===== src/rtl/modulation_segment_sampler.sv =====
// rtl/modulation_segment_sampler.sv - segment selection, switch scheduling and aligned modulation BRAM read
module modulation_segment_sampler #(
    parameter int          BRAM_LATENCY = 2,
    parameter logic [15:0] REP_INF      = 16'hFFFF
) (
    input  logic        CLK,
    input  logic        RST,
    input  logic [14:0] IDX_0,
    input  logic [14:0] IDX_1,
    input  logic [14:0] CYCLE_0,
    input  logic [14:0] CYCLE_1,
    input  logic        REQ_VALID,
    input  logic        REQ_SEGMENT,
    input  logic [1:0]  REQ_MODE,
    input  logic [15:0] REQ_REP,
    output logic [15:0] BRAM_ADDR,
    input  logic [7:0]  BRAM_DOUT,
    output logic [7:0]  MOD_VALUE,
    output logic        MOD_VALID,
    output logic        SEGMENT,
    output logic [14:0] IDX,
    output logic        PENDING
);

    typedef enum logic [1:0] {
        ST_IDLE,
        ST_WAIT_WRAP,
        ST_WAIT_LOOP
    } state_t;

    state_t      state, state_n;
    logic        active_seg, seg_n;
    logic        pend_seg, pend_n;
    logic [15:0] loop_cnt, cnt_n;
    logic [15:0] rep_lat, rep_n;
    logic [14:0] idx_prev;

    logic [14:0] idx_seg0, idx_seg1, idx_act, idx_eff;
    logic        single_sample, wrap, fire;

    logic        addr_vld;
    logic        pipe_vld [BRAM_LATENCY];
    logic        pipe_seg [BRAM_LATENCY];
    logic [14:0] pipe_idx [BRAM_LATENCY];

    // A timer index may briefly exceed a freshly shortened cycle; clamp it.
    function automatic logic [14:0] clamp_idx(input logic [14:0] idx, input logic [14:0] last);
        return (idx > last) ? last : idx;
    endfunction

    assign idx_seg0      = clamp_idx(IDX_0, CYCLE_0);
    assign idx_seg1      = clamp_idx(IDX_1, CYCLE_1);
    assign idx_act       = active_seg ? idx_seg1 : idx_seg0;
    assign single_sample = active_seg ? (CYCLE_1 == 15'd0) : (CYCLE_0 == 15'd0);
    assign wrap          = idx_act < idx_prev;
    // The sample of a switch cycle already comes from the new segment.
    assign idx_eff       = seg_n ? idx_seg1 : idx_seg0;
    assign PENDING       = (state != ST_IDLE);

    // Switch scheduling: new requests take priority over wraps seen in the same cycle.
    always_comb begin
        state_n = state;
        seg_n   = active_seg;
        pend_n  = pend_seg;
        cnt_n   = loop_cnt;
        rep_n   = rep_lat;
        fire    = 1'b0;
        if (REQ_VALID && (REQ_MODE != 2'd3)) begin
            cnt_n  = 16'd0;
            pend_n = REQ_SEGMENT;
            case (REQ_MODE)
                2'd0: begin
                    seg_n   = REQ_SEGMENT;
                    state_n = ST_IDLE;
                end
                2'd1: state_n = ST_WAIT_WRAP;
                default: begin
                    rep_n   = REQ_REP;
                    state_n = ST_WAIT_LOOP;
                end
            endcase
        end else begin
            case (state)
                ST_WAIT_WRAP: fire = wrap || single_sample;
                ST_WAIT_LOOP: begin
                    if (rep_lat != REP_INF) begin
                        fire = single_sample || (wrap && (loop_cnt == rep_lat));
                    end
                    if (wrap && !fire && (loop_cnt != 16'hFFFF)) begin
                        cnt_n = loop_cnt + 16'd1;
                    end
                end
                default: fire = 1'b0;
            endcase
            if (fire) begin
                seg_n   = pend_seg;
                state_n = ST_IDLE;
            end
        end
    end

    // Control state and wrap history; history follows the segment used this cycle.
    always_ff @(posedge CLK) begin
        if (RST) begin
            state      <= ST_IDLE;
            active_seg <= 1'b0;
            pend_seg   <= 1'b0;
            loop_cnt   <= 16'd0;
            rep_lat    <= 16'd0;
            idx_prev   <= 15'd0;
        end else begin
            state      <= state_n;
            active_seg <= seg_n;
            pend_seg   <= pend_n;
            loop_cnt   <= cnt_n;
            rep_lat    <= rep_n;
            idx_prev   <= idx_eff;
        end
    end

    // Address issue, tag delay matching the BRAM latency, and output capture.
    always_ff @(posedge CLK) begin
        if (RST) begin
            BRAM_ADDR <= 16'd0;
            addr_vld  <= 1'b0;
            for (int i = 0; i < BRAM_LATENCY; i++) begin
                pipe_vld[i] <= 1'b0;
                pipe_seg[i] <= 1'b0;
                pipe_idx[i] <= 15'd0;
            end
            MOD_VALUE <= 8'd0;
            MOD_VALID <= 1'b0;
            SEGMENT   <= 1'b0;
            IDX       <= 15'd0;
        end else begin
            BRAM_ADDR   <= {seg_n, idx_eff};
            addr_vld    <= 1'b1;
            pipe_vld[0] <= addr_vld;
            pipe_seg[0] <= BRAM_ADDR[15];
            pipe_idx[0] <= BRAM_ADDR[14:0];
            for (int i = 1; i < BRAM_LATENCY; i++) begin
                pipe_vld[i] <= pipe_vld[i-1];
                pipe_seg[i] <= pipe_seg[i-1];
                pipe_idx[i] <= pipe_idx[i-1];
            end
            MOD_VALUE <= BRAM_DOUT;
            MOD_VALID <= pipe_vld[BRAM_LATENCY-1];
            SEGMENT   <= pipe_seg[BRAM_LATENCY-1];
            IDX       <= pipe_idx[BRAM_LATENCY-1];
        end
    end

endmodule


===== config.mk =====
export PLATFORM = sky130hd
export DESIGN_NAME = modulation_segment_sampler
export DESIGN_NICKNAME = d
export VERILOG_FILES = /design/src/rtl/modulation_segment_sampler.sv
export SDC_FILE = /design/constraint.sdc
export NUM_CORES = 1
export LEC_CHECK = 0
export BUFFER_PORTS_ARGS = -buffer_cell sky130_fd_sc_hd__buf_2
export CORE_ASPECT_RATIO = 0.8
export CORE_UTILIZATION = 55
export CTS_BUF_LIST = sky130_fd_sc_hd__clkbuf_4
export CTS_CLUSTER_SIZE = 8
export DETAILED_ROUTE_END_ITERATION = 7
export PLACE_DENSITY = 0.91
export SLEW_MARGIN = 5
export SYNTH_ARGS = -nofsm -noshare
export SYNTH_HDL_FRONTEND = slang
export SYNTH_SLANG_ARGS = --single-unit
export TNS_END_PERCENT = 5

===== constraint.sdc =====
create_clock -name CLK -period 4.83 [get_ports CLK]
set_input_delay 0.483 -clock CLK [delete_from_list [all_inputs] [get_ports CLK]]
set_output_delay 0.483 -clock CLK [all_outputs]
set_load 0.005 [all_outputs]

======== Word level (Yosys, flattened, before mapping) ========
Memory sizes are Yosys's and may differ from the RTL's. A register that Yosys moved wholly into a read port is not among the register bits.
Cells that the tools add are included.
storage, ports and cells
  flip-flop bits (word level) ............. 76
  memory bits (writable) .................. 34
  input port bits ......................... 90
  output and inout port bits .............. 42
  logic and storage cells ................. 71
  memories ................................ 3
operators by class
  add/sub/neg operators ................... 1
  $lt $le $gt $ge ......................... 3
  equality and inequality tests ........... 7
  mux-type cells .......................... 25
  bitwise operators ....................... 7
  reduce and logical (&&, ||, !) cells .... 16
memories
  name      words  bits a word  read ports  clocked after Yosys merged registers in  wr ports  RTL line  RTL
  pipe_idx  2      15           2           1                                        2         44        logic [14:0] pipe_idx [BRAM_LATENCY];
  pipe_seg  2      1            2           1                                        2         43        logic pipe_seg [BRAM_LATENCY];
  pipe_vld  2      1            2           1                                        2         42        logic pipe_vld [BRAM_LATENCY];
operators by type and width
  kind                                                             number
  15-bit 2-to-1 mux                                                6
  16-bit != test, second input constant                            2
  15-bit greater-than comparator                                   2
  15-bit logical NOT                                               2
  16-bit by 1-bit adder with 16-bit output, second input constant  1
  16-bit == test                                                   1
  15-bit < comparator                                              1
  1-bit 2-to-1 mux                                                 15
  1-bit bitwise OR                                                 6
  2-bit by 1-bit == test with 1-bit output, second input constant  2
  1-bit logical AND                                                4
  2-bit 2-to-1 mux                                                 2
  2-bit case mux with 2 select lines                               1
  2-bit AND reduction                                              2
  2-bit nonzero test                                               2
  2-bit OR reduction                                               2
  2-bit == test, second input constant                             1
  2-bit logical NOT                                                1
  1-bit logical OR                                                 2
  2-bit != test, second input constant                             1
  1-bit case mux with 2 select lines                               1
  1-bit logical NOT                                                1
  1-bit NOT                                                        1

======== Depth between registers and ports, before layout ========
Gate-level depths: netlist (run 1).
  depth after elaboration ................. 14
  mapped depth ............................ 21
  mapped depth without buffers ............ 18

======== Worst setup path before layout (run 1) ========
No wires, ideal clock.
  path type ............................... input to register
  start point ............................. input port CYCLE_1[4]
  end point ............................... register idx_prev[10]
  setup time .............................. 81 ps
  arrival time ............................ 4,335 ps
  required time ........................... 4,749 ps
  slack ................................... 414 ps
  stages on the path ...................... 19
  buffers on the path ..................... 2
  path through ............................ inv_1 ha_1 nand4_1 a21oi_1 o311ai_2 a21oi_2 clkbuf_1 mux2i_1 mux2i_1 ha_1 nand4_1 a21oi_1 nor2_1 nor3_1 o31a_1 a2bb2oi_2 o21ai_4 buf_6 a211oi_2
between the ends
  longest elaborated chain between the ends .. 14
  elaborated cells between the ends (all ways) .. 17
  those cells by class .................... order compare (2); mux (11); reduce/logical (4)
RTL lines
  element                             RTL line  RTL
  from (decl)                         11        input logic [14:0] CYCLE_1,
  15-bit greater-than comparator      48        return (idx > last) ? last : idx;
  15-bit 2-to-1 mux                   48
  15-bit 2-to-1 mux                   53        assign idx_act = active_seg ? idx_seg1 : idx_seg0;
  15-bit < comparator                 55        assign wrap = idx_act < idx_prev;
  1-bit logical AND                   87        fire = single_sample || (wrap && (loop_cnt == rep_lat));
  1-bit logical OR                    87
  1-bit 2-to-1 mux                    86        if (rep_lat != REP_INF) begin
  1-bit 2-to-1 mux                    83        case (state)
  1-bit 2-to-1 mux                    68        if (REQ_VALID && (REQ_MODE != 2'd3)) begin
  1-bit case mux with 2 select lines  83
  1-bit 2-to-1 mux                    68
  1-bit 2-to-1 mux                    95        if (fire) begin
  1-bit 2-to-1 mux                    68
  15-bit 2-to-1 mux (*)               57        assign idx_eff = seg_n ? idx_seg1 : idx_seg0;
  to (signal assigned)                117       idx_prev <= idx_eff;
  to (decl)                           36        logic [14:0] idx_prev;
Every way passes the cells marked *; elsewhere a longest branch is shown, timed or not. The select of a mux whose other input is x is not followed.
A chain may end at the register's enable or synchronous reset.

======== Final worst setup path (run 1) ========
  start point ............................. input port CYCLE_0[6]
  end point ............................... register idx_prev[12]
between the ends
  longest elaborated chain between the ends .. 14
  elaborated cells between the ends (all ways) .. 17
  those cells by class .................... order compare (2); mux (11); reduce/logical (4)
RTL lines
  element                             RTL line  RTL
  from (decl)                         10        input logic [14:0] CYCLE_0,
  15-bit greater-than comparator      48
  15-bit 2-to-1 mux                   48
  15-bit 2-to-1 mux                   53
  15-bit < comparator                 55
  1-bit logical AND                   87
  1-bit logical OR                    87
  1-bit 2-to-1 mux                    86
  1-bit 2-to-1 mux                    83
  1-bit 2-to-1 mux                    68
  1-bit case mux with 2 select lines  83
  1-bit 2-to-1 mux                    68
  1-bit 2-to-1 mux                    95
  1-bit 2-to-1 mux                    68
  15-bit 2-to-1 mux (*)               57
Marks and branches as above.

==> impl_results.md, run 1 <==
* RePlAce Congestion at 0.9794
* Total number of vias at 5151
* Hold_buf cts at 0
* Hold slack at 0.2236 ns
* P_leak at 3.046 nW
* Placeable Area at 10280 µm²
* Critical path depth at 21
* CP Data Required Time at 5.22 ns
* Layout Skew at 0.01793 ns
* Crit path max fanout at 16
* I/O pin cnt at 132
* TritonCTS clock tree: built
* Fin area at 6849 µm²
* Commonest cells after routing, fill and taps aside: 131 x buf_2, 111 x dfxtp_1, 54 x nand2_1
* Die area at 11060 µm²
* Number of fill cells at 825
* First-pass GRT wire length at 23.64 mm
* Routed Wire Length at 14.72 mm
* Fmax at 215.6 MHz
* Drt wl/cell at 16.21 µm
* Met3 Usage GRT at 3.762%
* Die Y at 94.25 µm
* Synthesized flop and latch total at 111
* Via density at 5.673
* Syn_area_per_cell at 9.214 µm²
* Final Max Slew Viols at 0
* Htree depth at 3
* FF-to-FF setup slack at 1.13 ns
* # Max-Cap Violations at 0
* Diodes inserted at 0
* Final worst path period need at 4.639 ns
* Worst-path cell chain: buf_2 > inv_1 > ha_1 > nand4_1 > a21oi_1 > o31ai_1 > a31oi_2 > buf_4 > mux2i_1 > mux2i_1 > ha_1 > a21oi_1 > nor2b_1 > o21ai_0 > a21oi_1 > o22ai_1 > nand2_1 > a2bb2oi_2 > o21ai_4 > buf_12 > a211oi_1
* Commonest non-fill, non-tap cell in the layout: buf_2
* RSZ-0062 raised after global routing: false
* Starting density of the core at 56.91%
* PortBufs at 131
* Arr. time, crit path at 5.03 ns
* Post-CTS Repair Setup Buffers at 0
* CTS Sinks at 111
* M2 GR Usage at 43.89%
* Reg2Reg Depth at 13
* Final period util at 96.04%
* Final Setup Violations at 0
* CTS resizes at 0
* Worst path buffer plus inverter count at 4
* Critical Path Sink Type: flip-flop
* Peak supply drop at 147.2 µV
* Maximum clock path buffer count at 2
* Root Buffer: clkbuf_4
* Total power draw at 1.904 mW
* Post-synth EDFFs at 0
* Area delta synth->final at 17.07%
* Clock latency on the worst-skew pair at 0.47 ns
* Hold path cells at 2
* Setup CP Type: input port to flip-flop
* Critical path's most frequent cell: a21oi_1
* Synth area leader: dfxtp_1
* Share of layout cells above drive strength 1 at 24.87%
* Crit path launch type: input port
* Initial antenna violation count at 0
* Most used DFF post-synth: dfxtp_1
* Cell Area, Synth at 5851 µm²
* Worst slew pin tran at 0.9235 ns
* CTS buffer count at 9
* Setup TNS at 0 ns
* CP peak stage delay at 0.63 ns
* Worst path slowest cell: a2bb2oi_2
* Status: completed
* Final core utilization at 66.62%
* Die Width at 117.3 µm
* Congestion Overflow GR at 0
* Area after DPL at 6690 µm²
* DP HPWL at 11.49 mm
* GRT Overall Usage at 26.95%
* Hold_sp: BRAM_DOUT[4]
* Yosys warnings at 0
* Synth area leaders: dfxtp_1 38%, ha_1 10%, mux2i_1 8.0%, nor2b_1 5.1%, xnor2_1 4.3%
* Post-route ant nets at 0
* Sequential fraction of the synthesis area at 37.98%
* Cells after Synth at 635
* Syn nets at 773
* CP Launch Point: CYCLE_0[6]
* # DRC at 0
* Synth top area share at 37.98%
* Grt met1 use at 36.52%
* Initial detailed-routing violation count at 384
* Max-slew headroom at 38.21%
* Clock Pin Slew Worst Setup and Hold Paths at 0.20 ns
* Final Hold Vio Count at 0
* DR pass1 iterations at 5
* GR peak layer: met2
* # rows at 33
* Largest net degree at the start of global routing at 69
* Nets at 901
* Distinct cells, synth at 49
* Async S/R FF share, synth at 0%
* Hold Path Class: input port to flip-flop
* Top Family by Delay on Critical Path: compound AO/OA/AOI/OAI gates
* Vias in the first global route at 4870
* Cell Pwr Density at 277.9 nW/µm²
[final timing paths]
| kind | to |
|---|---|
| worst max-delay path | idx_prev[12]$_SDFF_PP0_ |
| worst min-delay path | MOD_VALUE[4]$_SDFF_PP0_ |
| worst max register to register | idx_prev[12]$_SDFF_PP0_ |
| worst min register to register | pipe_idx[1][13]$_SDFF_PP0_ |
[power by group]
part	total, mW	switching, mW	leakage [nW]	internal, mW
sequential	0.981	0.0236	0.908	0.958
clock	0.484	0.351	0.0830	0.133
combinational	0.438	0.249	2.06	0.190
total	1.90	0.623	3.05	1.28
[stage by stage]
stage / setup WS (ns) / std cells
2_1_floorplan: 0.4141 / 635
4_1_cts: 0.3724 / 908
3_5_place_dp: -0.1296 / 892
5_1_grt: 0.01108 / 908
6_report: 0.1914 / 908
3_3_place_gp: 0.2543 / 892
[cell usage after synthesis (all sizes together) (3+ instances only)]
cell / n
nor3: 3
xnor2: 29
mux2i: 47
a21o: 3
o211a: 15
and3: 3
a211oi: 22
nor2b: 48
nand4: 21
nor4: 21
nor2: 48
nand2b: 4
a21oi: 34
o31ai: 3
and2: 4
inv: 50
nand3: 6
dfxtp: 111
buf: 11
nand2: 54
o21ai: 12
ha: 48
clkbuf: 16
[kinds of logic after synthesis]
logic type | share of synthesized area (%)
AO/OA/AOI/OAI | 13.62
XOR/XNOR | 4.491
adder cells (fa/ha/maj) | 10.27
buffers and inverters | 5.346
flip-flops | 37.98
multiplexers | 8.041
AND/OR/NAND/NOR | 20.25
[cell type report]
type | count | area (µm²) | share of cell area [%]
multi-input cells | 447 | 3327 | 48.58
flip-flops and latches | 111 | 2222 | 32.44
repair buffers | 144 | 778.2 | 11.36
inverters | 50 | 187.7 | 2.740
well taps | 140 | 175.2 | 2.558
clock inverters | 7 | 91.34 | 1.334
clock buffers | 9 | 67.56 | 0.9865
[routing by layer]
layer	routed length (µm)	part of all wire, %	vias up
li1	-	-	2460
met4	338	2.3	0
met2	6513	44	269
met3	1111	7.5	36
met5	0	0	-
met1	6760	46	2386
[flip-flops by register name (all words and copies together), names as in the netlist, named ones only]
| name | cells |
|---|---|
| MOD_VALUE | 8 |
| pend_seg | 1 |
| BRAM_ADDR | 1 |
| addr_vld | 1 |
| idx_prev | 14 |
| rep_lat | 16 |
| pipe_idx | 30 |
| pipe_seg | 2 |
| SEGMENT | 1 |
| state | 2 |
| MOD_VALID | 1 |
| pipe_vld | 2 |
| IDX | 15 |
| loop_cnt | 16 |
Power figures use the tool's default switching activity.
==> run 2: changes to the inputs <==
--- a/config.mk
+++ b/config.mk
@@ -12,6 +12,7 @@
 export CTS_CLUSTER_SIZE = 8
 export DETAILED_ROUTE_END_ITERATION = 7
 export PLACE_DENSITY = 0.91
+export REMOVE_ABC_BUFFERS = 1
 export SLEW_MARGIN = 5
 export SYNTH_ARGS = -nofsm -noshare
 export SYNTH_HDL_FRONTEND = slang
==> impl_results.md, run 2 (synthesis results as in run 1) <==
* Status: completed
* RSZ-0062 raised after global routing: false
* Final period util at 91.50%
* Crit path max fanout at 16
* Post-route ant nets at 0
* Die Y at 94.25 µm
* Critical Path Sink Type: flip-flop
* CP Data Required Time at 5.20 ns
* Final worst path period need at 4.419 ns
* CTS Sinks at 111
* Register area at 2222 µm²
* Hold_buf cts at 0
* Initial antenna violation count at 0
* Htree depth at 3
* Worst slew pin tran at 0.9087 ns
* Hold Path Class: input port to flip-flop
* Die Width at 117.3 µm
* DP HPWL at 11.77 mm
* CP Launch Point: CYCLE_0[10]
* Number of fill cells at 862
* P_leak at 3.051 nW
* Clock power share at 28.4%
* Hold slack at 0.1839 ns
* Pre-CTS WS at -0.01237 ns
* Largest regs: pipe_idx: 30 flops, loop_cnt: 16 flops, rep_lat: 16 flops
* CTS buffer count at 9
* Flop pwr share at 49.5%
* Starting density of the core at 56.91%
* # DRC at 0
* Net Sw Power at 0.6103 mW
* PortBufs at 131
* FF-to-FF setup slack at 1.23 ns
* Post-CTS Repair Setup Buffers at 0
* Root Buffer: clkbuf_4
* Inst Count DP at 891
* Setup CP Type: input port to flip-flop
* # Max-Cap Violations at 0
* Vias in the first global route at 4974
* Die area at 11060 µm²
* Placeable Area at 10280 µm²
* Largest net degree at the start of global routing at 53
* Routed Wire Length at 15.13 mm
* Share of layout cells above drive strength 1 at 24.77%
* Nets at 900
* Clock latency on the worst-skew pair at 0.49 ns
* Final worst setup slack at 0.4107 ns
* Area delta synth->final at 17.15%
* DR pass1 iterations at 5
* Fmax at 226.3 MHz
* Hold_sp: BRAM_DOUT[0]
* Maximum clock path buffer count at 2
* Area of the multi-input gates at 3327 µm²
* First-pass GRT wire length at 24.90 mm
* Cell-internal power at 1.369 mW
* Final Setup Violations at 0
* Crit path launch type: input port
* Initial detailed-routing violation count at 346
* Arr. time, crit path at 4.78 ns
* Max-slew headroom at 39.19%
* Commonest cells after routing, fill and taps aside: 130 x buf_2, 111 x dfxtp_1, 54 x nand2_1
* CTS resizes at 0
* Peak supply drop at 212.6 µV
* Cell Pwr Density at 288.9 nW/µm²
* # rows at 33
* RePlAce Congestion at 0.9558
* Via density at 5.645
* GRT Overall Usage at 28.51%
* Diodes inserted at 0
* Final Max Slew Viols at 0
* Max reg flops at 30
* Final Hold Vio Count at 0
* Drt wl/cell at 16.68 µm
* Biggest register: pipe_idx
* Layout Skew at 0.01778 ns
* Total number of vias at 5120
* TritonCTS clock tree: built
* Commonest non-fill, non-tap cell in the layout: buf_2
* Combinational fraction of design power at 22.1%
* Clock Pin Slew Worst Setup and Hold Paths at 0.18 ns
* Setup TNS at 0 ns
* Layout Cells excl Fill at 907
* I/O pin cnt at 132
* Switching Share at 30.83%
* Congestion Overflow GR at 0
* Final core utilization at 66.67%
## run 2: metrics by stage
step                cell area [µm²]  power [mW]
finish                         6854       1.980
CTS                            6854       1.984
global placement               6660       1.405
floorplan                      5725       1.250
detailed placement             6660       1.423
global route                   6854       2.071
## run 2: power by group through the flow
| stage | registers [mW] | logic [mW] | clock network (mW) |
|---|---|---|---|
| 2_1_floorplan | 0.995 | 0.255 | 0 |
| 3_5_place_dp | 0.998 | 0.425 | 0 |
| 5_1_grt | 0.985 | 0.478 | 0.609 |
| 4_1_cts | 0.979 | 0.429 | 0.576 |
| 3_3_place_gp | 0.997 | 0.408 | 0 |
| 6_report | 0.979 | 0.438 | 0.563 |
## run 2: routing by layer
layer  share of wire (%)  up-vias  wire length (µm)  track usage, %
met3                 8.3       41              1252           7.221
met2                  44      219              6713           44.08
met5                   0        -                 0               0
met1                  45     2401              6815           38.13
met4                 2.3        0               347           10.82
li1                    -     2459                 -               -
## run 2: critical path, stage by stage
cell and delay [ns]:
buf_2 0.12, inv_1 0.05, ha_1 0.31, nand2_1 0.06, o21ai_0 0.25, nand2b_1 0.13
a31oi_2 0.38, buf_4 0.30, mux2i_1 0.38, mux2i_1 0.13, ha_1 0.31, a21oi_1 0.14
nor2b_1 0.06, o21ai_0 0.16, a21oi_1 0.13, o22ai_1 0.26, nand2_1 0.19, a2bb2oi_2 0.22
o21ai_4 0.54, a211oi_1 0.17
## run 2: final timing paths
| path | endpoint | cells past startpoint |
|---|---|---|
| worst max-delay path | idx_prev[12]$_SDFF_PP0_ | 20 |
| worst min-delay path | MOD_VALUE[0]$_SDFF_PP0_ | 2 |
| worst max register to register | idx_prev[4]$_SDFF_PP0_ | 12 |
| worst min register to register | IDX[4]$_SDFF_PP0_ | 1 |
## run 2: cell type report
cell class | instances | area share, %
clock buffer | 9 | 0.9858
clock inverter | 7 | 1.844
inverter | 50 | 2.738
multi-input combinational | 447 | 48.54
sequential | 111 | 32.42
tap | 140 | 2.556
timing repair buffer | 143 | 10.92
